$ cat config.mk
export PLATFORM = sky130hd
export DESIGN_NAME = arith_range_update
export DESIGN_NICKNAME = d
export VERILOG_FILES = /design/src/rtl/arith_range_update.sv
export SDC_FILE = /design/constraint.sdc
export NUM_CORES = 1
export LEC_CHECK = 0
export ABC_AREA = 1
export CAP_MARGIN = 5
export CORE_ASPECT_RATIO = 2
export CORE_MARGIN = 5
export CORE_UTILIZATION = 34
export CTS_BUF_LIST = sky130_fd_sc_hd__clkbuf_8
export DETAILED_ROUTE_END_ITERATION = 7
export GPL_TIMING_DRIVEN = 0
export HOLD_SLACK_MARGIN = 0.1
export MAX_ROUTING_LAYER = met4
export PLACE_DENSITY_LB_ADDON = 0.05
export SKIP_CTS_REPAIR_TIMING = 1
export SLEW_MARGIN = 40
export SYNTH_ARGS = -nofsm -noshare
export SYNTH_HDL_FRONTEND = slang
export SYNTH_SLANG_ARGS = --single-unit
$ cat constraint.sdc
create_clock -name clk -period 7.86 [get_ports clk]
set_clock_uncertainty 0.15 [all_clocks]
set_input_delay 0.786 -clock clk [delete_from_list [all_inputs] [get_ports clk]]
set_output_delay 0.786 -clock clk [all_outputs]
set_load 0.05 [all_outputs]
$ cat src/rtl/arith_range_update.sv
// arith_range_update: range-update stage of the AV1 arithmetic encoder.
// One symbol is handled per request. The block latches the request, drives
// the v-term ROM address, and combines the ROM word with the scaled CDF bounds
// to get the low increment and the new range. It then normalises the range so
// that bit 15 is set. The range is held internally between symbols.
//
// Ports
//   clk, reset         rising-edge clock, synchronous active-high reset
//   frame_init         reload range to 0x8000 (only while idle)
//   in_valid/in_ready  symbol request handshake
//   bool_mode/bool_val binary symbol select and its bit value
//   fl, fh             inverse-CDF bounds (fh = probability in bool mode)
//   symbol, nsyms_m1   symbol index s and N = nsyms-1
//   lut_addr/lut_q     v-term ROM address and same-cycle data (4*(N-s))
//   out_valid/out_ready result handshake
//   low_inc, rng_out, shift  increment to low, normalised range, shift d
module arith_range_update #(
  parameter int DATA_WIDTH = 16,
  parameter int ADDR_WIDTH = 8
) (
  input  logic                  clk,
  input  logic                  reset,
  input  logic                  frame_init,
  input  logic                  in_valid,
  output logic                  in_ready,
  input  logic                  bool_mode,
  input  logic                  bool_val,
  input  logic [DATA_WIDTH-1:0] fl,
  input  logic [DATA_WIDTH-1:0] fh,
  input  logic [3:0]            symbol,
  input  logic [3:0]            nsyms_m1,
  output logic [ADDR_WIDTH-1:0] lut_addr,
  input  logic [DATA_WIDTH-1:0] lut_q,
  output logic                  out_valid,
  input  logic                  out_ready,
  output logic [DATA_WIDTH-1:0] low_inc,
  output logic [DATA_WIDTH-1:0] rng_out,
  output logic [3:0]            shift
);

  typedef enum logic [1:0] {
    S_IDLE = 2'd0,
    S_CALC = 2'd1,
    S_OUT  = 2'd2
  } state_t;

  localparam logic [15:0] RANGE_INIT = 16'h8000;

  state_t      state_q, state_d;
  logic [15:0] range_q, range_d;
  logic        bool_mode_q, bool_mode_d;
  logic        bool_val_q, bool_val_d;
  logic [15:0] fl_q, fl_d;
  logic [15:0] fh_q, fh_d;
  logic [3:0]  symbol_q, symbol_d;
  logic [3:0]  nsyms_q, nsyms_d;
  logic [15:0] low_inc_q, low_inc_d;
  logic [15:0] rng_q, rng_d;
  logic [3:0]  shift_q, shift_d;

  logic [17:0] prod_l, prod_h, u_s, v_s, vb_s;
  logic [15:0] calc_low, rn, norm_rng;
  logic [3:0]  norm_shift;
  logic        unused_bits;

  // Only the top 10 bits of each CDF bound enter the products.
  assign unused_bits = ^{fl_q[5:0], fh_q[5:0]};

  // Left shift that brings the most significant set bit to bit 15 (15 for zero).
  function automatic logic [3:0] lead_shift(input logic [15:0] x);
    logic [3:0] s;
    s = 4'd15;
    for (int i = 0; i < 16; i++) begin
      if (x[i]) s = 4'(15 - i);
      else      s = s;
    end
    return s;
  endfunction

  // State and datapath registers.
  always_ff @(posedge clk) begin
    if (reset) begin
      state_q     <= S_IDLE;
      range_q     <= RANGE_INIT;
      bool_mode_q <= 1'b0;
      bool_val_q  <= 1'b0;
      fl_q        <= 16'd0;
      fh_q        <= 16'd0;
      symbol_q    <= 4'd0;
      nsyms_q     <= 4'd0;
      low_inc_q   <= 16'd0;
      rng_q       <= 16'd0;
      shift_q     <= 4'd0;
    end else begin
      state_q     <= state_d;
      range_q     <= range_d;
      bool_mode_q <= bool_mode_d;
      bool_val_q  <= bool_val_d;
      fl_q        <= fl_d;
      fh_q        <= fh_d;
      symbol_q    <= symbol_d;
      nsyms_q     <= nsyms_d;
      low_inc_q   <= low_inc_d;
      rng_q       <= rng_d;
      shift_q     <= shift_d;
    end
  end

  // Next-state logic.
  always_comb begin
    state_d = state_q;
    case (state_q)
      S_IDLE: begin
        if (in_valid && in_ready) state_d = S_CALC;
        else                      state_d = S_IDLE;
      end
      S_CALC: state_d = S_OUT;
      S_OUT: begin
        if (out_ready) state_d = S_IDLE;
        else           state_d = S_OUT;
      end
      default: state_d = S_IDLE;
    endcase
  end

  // Handshake and ROM address outputs.
  always_comb begin
    in_ready  = (state_q == S_IDLE) && !frame_init;
    out_valid = (state_q == S_OUT);
    if (bool_mode_q) lut_addr = {ADDR_WIDTH{1'b0}};
    else             lut_addr = {nsyms_q, symbol_q};
  end

  // Scaled-probability arithmetic and range normalisation.
  always_comb begin
    prod_l = {10'd0, range_q[15:8]} * {8'd0, fl_q[15:6]};
    prod_h = {10'd0, range_q[15:8]} * {8'd0, fh_q[15:6]};
    u_s    = {1'b0, prod_l[17:1]} + {2'b00, lut_q} + 18'd4;
    v_s    = {1'b0, prod_h[17:1]} + {2'b00, lut_q};
    vb_s   = {1'b0, prod_h[17:1]} + 18'd4;
    // All partial results are below R, so 16-bit wrap-around subtraction is exact.
    if (bool_mode_q) begin
      if (bool_val_q) begin
        calc_low = range_q - vb_s[15:0];
        rn       = vb_s[15:0];
      end else begin
        calc_low = 16'd0;
        rn       = range_q - vb_s[15:0];
      end
    end else if (!fl_q[15]) begin
      calc_low = range_q - u_s[15:0];
      rn       = u_s[15:0] - v_s[15:0];
    end else begin
      calc_low = 16'd0;
      rn       = range_q - v_s[15:0];
    end
    norm_shift = lead_shift(rn);
    norm_rng   = rn << norm_shift;
  end

  // Request capture, range update and result registers.
  always_comb begin
    range_d     = range_q;
    bool_mode_d = bool_mode_q;
    bool_val_d  = bool_val_q;
    fl_d        = fl_q;
    fh_d        = fh_q;
    symbol_d    = symbol_q;
    nsyms_d     = nsyms_q;
    low_inc_d   = low_inc_q;
    rng_d       = rng_q;
    shift_d     = shift_q;
    case (state_q)
      S_IDLE: begin
        // frame_init also blocks in_ready, so it takes precedence over a request.
        if (frame_init) begin
          range_d = RANGE_INIT;
        end else if (in_valid) begin
          bool_mode_d = bool_mode;
          bool_val_d  = bool_val;
          fl_d        = fl;
          fh_d        = fh;
          symbol_d    = symbol;
          nsyms_d     = nsyms_m1;
        end else begin
          range_d = range_q;
        end
      end
      S_CALC: begin
        low_inc_d = calc_low;
        rng_d     = norm_rng;
        shift_d   = norm_shift;
        range_d   = norm_rng;
      end
      S_OUT:   range_d = range_q;
      default: range_d = range_q;
    endcase
  end

  assign low_inc = low_inc_q;
  assign rng_out = rng_q;
  assign shift   = shift_q;

endmodule

==> results.yml <==
setup_path:
  path_common_cell: "ha_1"
  cp.required_ns: 8.01
  max_stage_delay_ns: 0.48
  crit_type: "flip-flop to flip-flop"
  rr_endpoint: "range_q[15]"
  critPathMaxFanout: 10
  worst-endpoint-arrival_ns: 8.12
  reg2regPathDepth: 44
  r2r-start: "range_q[10]"
  crit_path_end_kind: "flip-flop"
  worst-r2r-setup-slack_ns: -0.11
  crit_slowest_cell: "fa_1"
  start_kind: "flip-flop"
die:
  die_h_um: 299
  rows: 106
  coreArea_sq_um: 41500
  initial_core_util_pct: 34.2
  ios: 109
  die-area_sq_um: 46200
  die_width_um: 154
synthesis:
  yosysUniqueCellTypes: 51
  synth_top_area_share_pct: 15.4
  yosys_warnings: 0
  yosys.area.top_type: "nand2_1"
  syn_area_per_cell_sq_um: 6.50
  ys_top_cells_by_area: "nand2_1 (15%), ha_1 (14%), fa_1 (14%), dfxtp_1 (12%), inv_1 (12%)"
  async_flop_share_pct: 0
  synth_nets: 2509
  synth_edf_count: 0
  synth_xor_area_share_pct: 3.58
  synthAdderAreaFrac_pct: 28.2
  ys_seq_area_share_pct: 11.8
  netlist_area_sq_um: 14200
  synth_top_family_by_area: "simple AND/OR/NAND/NOR gates"
  synth-simple-area-share_pct: 30.4
  synthCells: 2185
  synth_compound_area_share_pct: 10.9
  synth-seq-cells: 84
  synth_ff_type: "dfxtp_1"
  synth_mux_area_share_pct: 0
timing:
  slew_headroom_pct: 48.1
  fin_crit_ns: 7.97
  slew_viol_final: 0
  hold_viol_final: 0
  rsz0062_at_grt: "true"
  fin_ws_ns: -0.106
  fin_crit_sh_pct: 101
  worst_pin_slew_ns: 0.776
  tns_ns: -0.904
  clock.fmax_ghz: 0.126
  finalSetupViolCount: 16
detailed_routing:
  vias: 13822
  drt_wl_total_um: 50100
  firstDrtPassIters: 5
  via_per_inst: 4.78
  ant_nets: 0
  initialDrtViolationCount: 649
  drc_errors: 0
  wl_per_cell_um: 17.3
clocking:
  cts_inserted_buffers: 9
  clockRootBuffer: "clkbuf_8"
  insertion_delay_ns: 0.42
  htreeDepth: 3
  clock-sinks: 84
  clk_transition_reported_paths_ns: 0.11
  clk_path_buf_depth: 2
  cts_tree: "yes"
global_route:
  overflow: 0
  grt_pass1_wl_um: 75200
  track_usage_pct: 21.5
  grt_max_degree: 16
  grt_pass1_vias: 13211
  antenna_found_initial: 1
worst_hold_path:
  worst_hold_path_type: "flip-flop to flip-flop"
  min_path_cells: 2
  min_from: "nsyms_q[3]"
  min_to: "nsyms_q[3]"
status:
  violations: "setup timing"
  run_status: "complete, but fails checks"
placement:
  port-buffer-count: 95
  dp_hpwl_um: 41400
  routabilityCongestion: 0.912
pwr:
  powerDensity_nw_per_um2: 444
  leakagePower_nw: 9.83
  ir_drop_v: 0.000383
final_layout:
  syn2layout_area_growth_pct: 25.6
  layout_commonest_cell: "nand2_1"
  drive_gt1_share_pct: 16.5
  multiInputGateArea_sq_um: 11400
  nFillCells: 4410
  final_core_util_pct: 43.0
  final_cell_mix: "nand2_1 (548), inv_1 (438), ha_1 (149), nor2_1 (125), fa_1 (99)"
  register_area_sq_um: 1710
  fin_nets: 2670
flow_run:
  maxCapViolations: 0
[worst max-delay path by stage]
stage | startpoint | to
after floorplan | range_q[15] | range_q[13]
after global placement | range_q[15] | range_q[10]
after detailed placement | range_q[15] | rng_out[14]
after CTS | range_q[15] | rng_out[14]
after global routing | fl_q[6] | rng_out[13]
final | range_q[10] | range_q[15]
[cells in the mapped netlist (8+ instances only)]
master,instances
nand2_1,583
inv_1,445
ha_1,162
nor2_1,133
nand3_1,132
a21oi_1,121
fa_1,99
o21ai_0,95
dfxtp_1,84
clkbuf_1,48
xor2_1,37
nand3_2,28
nand2_2,27
nand4_1,22
xnor2_1,21
nand3b_1,12
inv_2,11
buf_6,10
o221ai_1,10
o211ai_1,9
o21ai_1,9
o21bai_1,9
a21o_1,8
[stage by stage]
step | total power [mW] | cell area (sq um) | cells | hold WS, ns | worst slack [ns]
after floorplan | 4.29 | 14200 | 2185 | 0.280 | 0.0599
after global routing | 8.52 | 17800 | 2892 | 0.326 | -0.529
after global placement | 5.67 | 15800 | 2820 | 0.294 | -2.01
final | 7.92 | 17800 | 2892 | 0.314 | -0.106
after CTS | 6.04 | 16000 | 2836 | 0.315 | -1.68
after detailed placement | 5.64 | 15800 | 2820 | 0.300 | -1.61
[cell families (layout without fill, tap and decap cells)]
| group | after synthesis | after routing |
|---|---|---|
| AO/OA/AOI/OAI | 277 | 277 |
| XOR/XNOR | 58 | 58 |
| adder cells (fa/ha/maj) | 261 | 261 |
| buffers and inverters | 534 | 700 |
| flip-flops | 84 | 84 |
| other | 0 | 1 |
| AND/OR/NAND/NOR | 971 | 971 |
[routing by layer]
| layer | routed length, um | global-route usage [%] |
|---|---|---|
| met1 | 22400 | 27.9 |
| met2 | 24900 | 36.0 |
| met3 | 1470 | 1.45 |
| met4 | 1370 | 6.40 |
| met5 | 0 | - |
[registers in the layout, summed over array words and instances, names as in the netlist]
register,flops
bool_val_q,1
shift,4
range_q,16
fh_q,10
rng_out,16
bool_mode_q,1
state_q,2
fl_q,10
low_inc,16
symbol_q,4
nsyms_q,4
[where the power goes]
part           internal [mW]  switching [mW]
registers              0.504           0.106
clock network          0.168           0.198
logic                   2.68            4.27
[worst max-delay path, delay by kind of cell, from the launching register on]
family	cells	cell delay [ns]
xor+xnor	2	0.42
flops	1	0.40
fa+ha+maj	8	2.85
compound gates	9	1.28
buf+inv	8	0.81
simple gates	17	1.93
[layout make-up]
class | instances | share of cell area, %
Sequential cell | 84 | 9.60
Timing Repair Buffer | 163 | 8.78
Inverter | 459 | 9.70
Tap cell | 540 | 3.79
Antenna cell | 1 | 0.0140
Clock inverter | 5 | 0.365
Clock buffer | 11 | 0.849
Multi-Input combinational cell | 1567 | 63.8
Buffer | 62 | 3.10
Note: power is estimated with default switching activity, not from simulation.
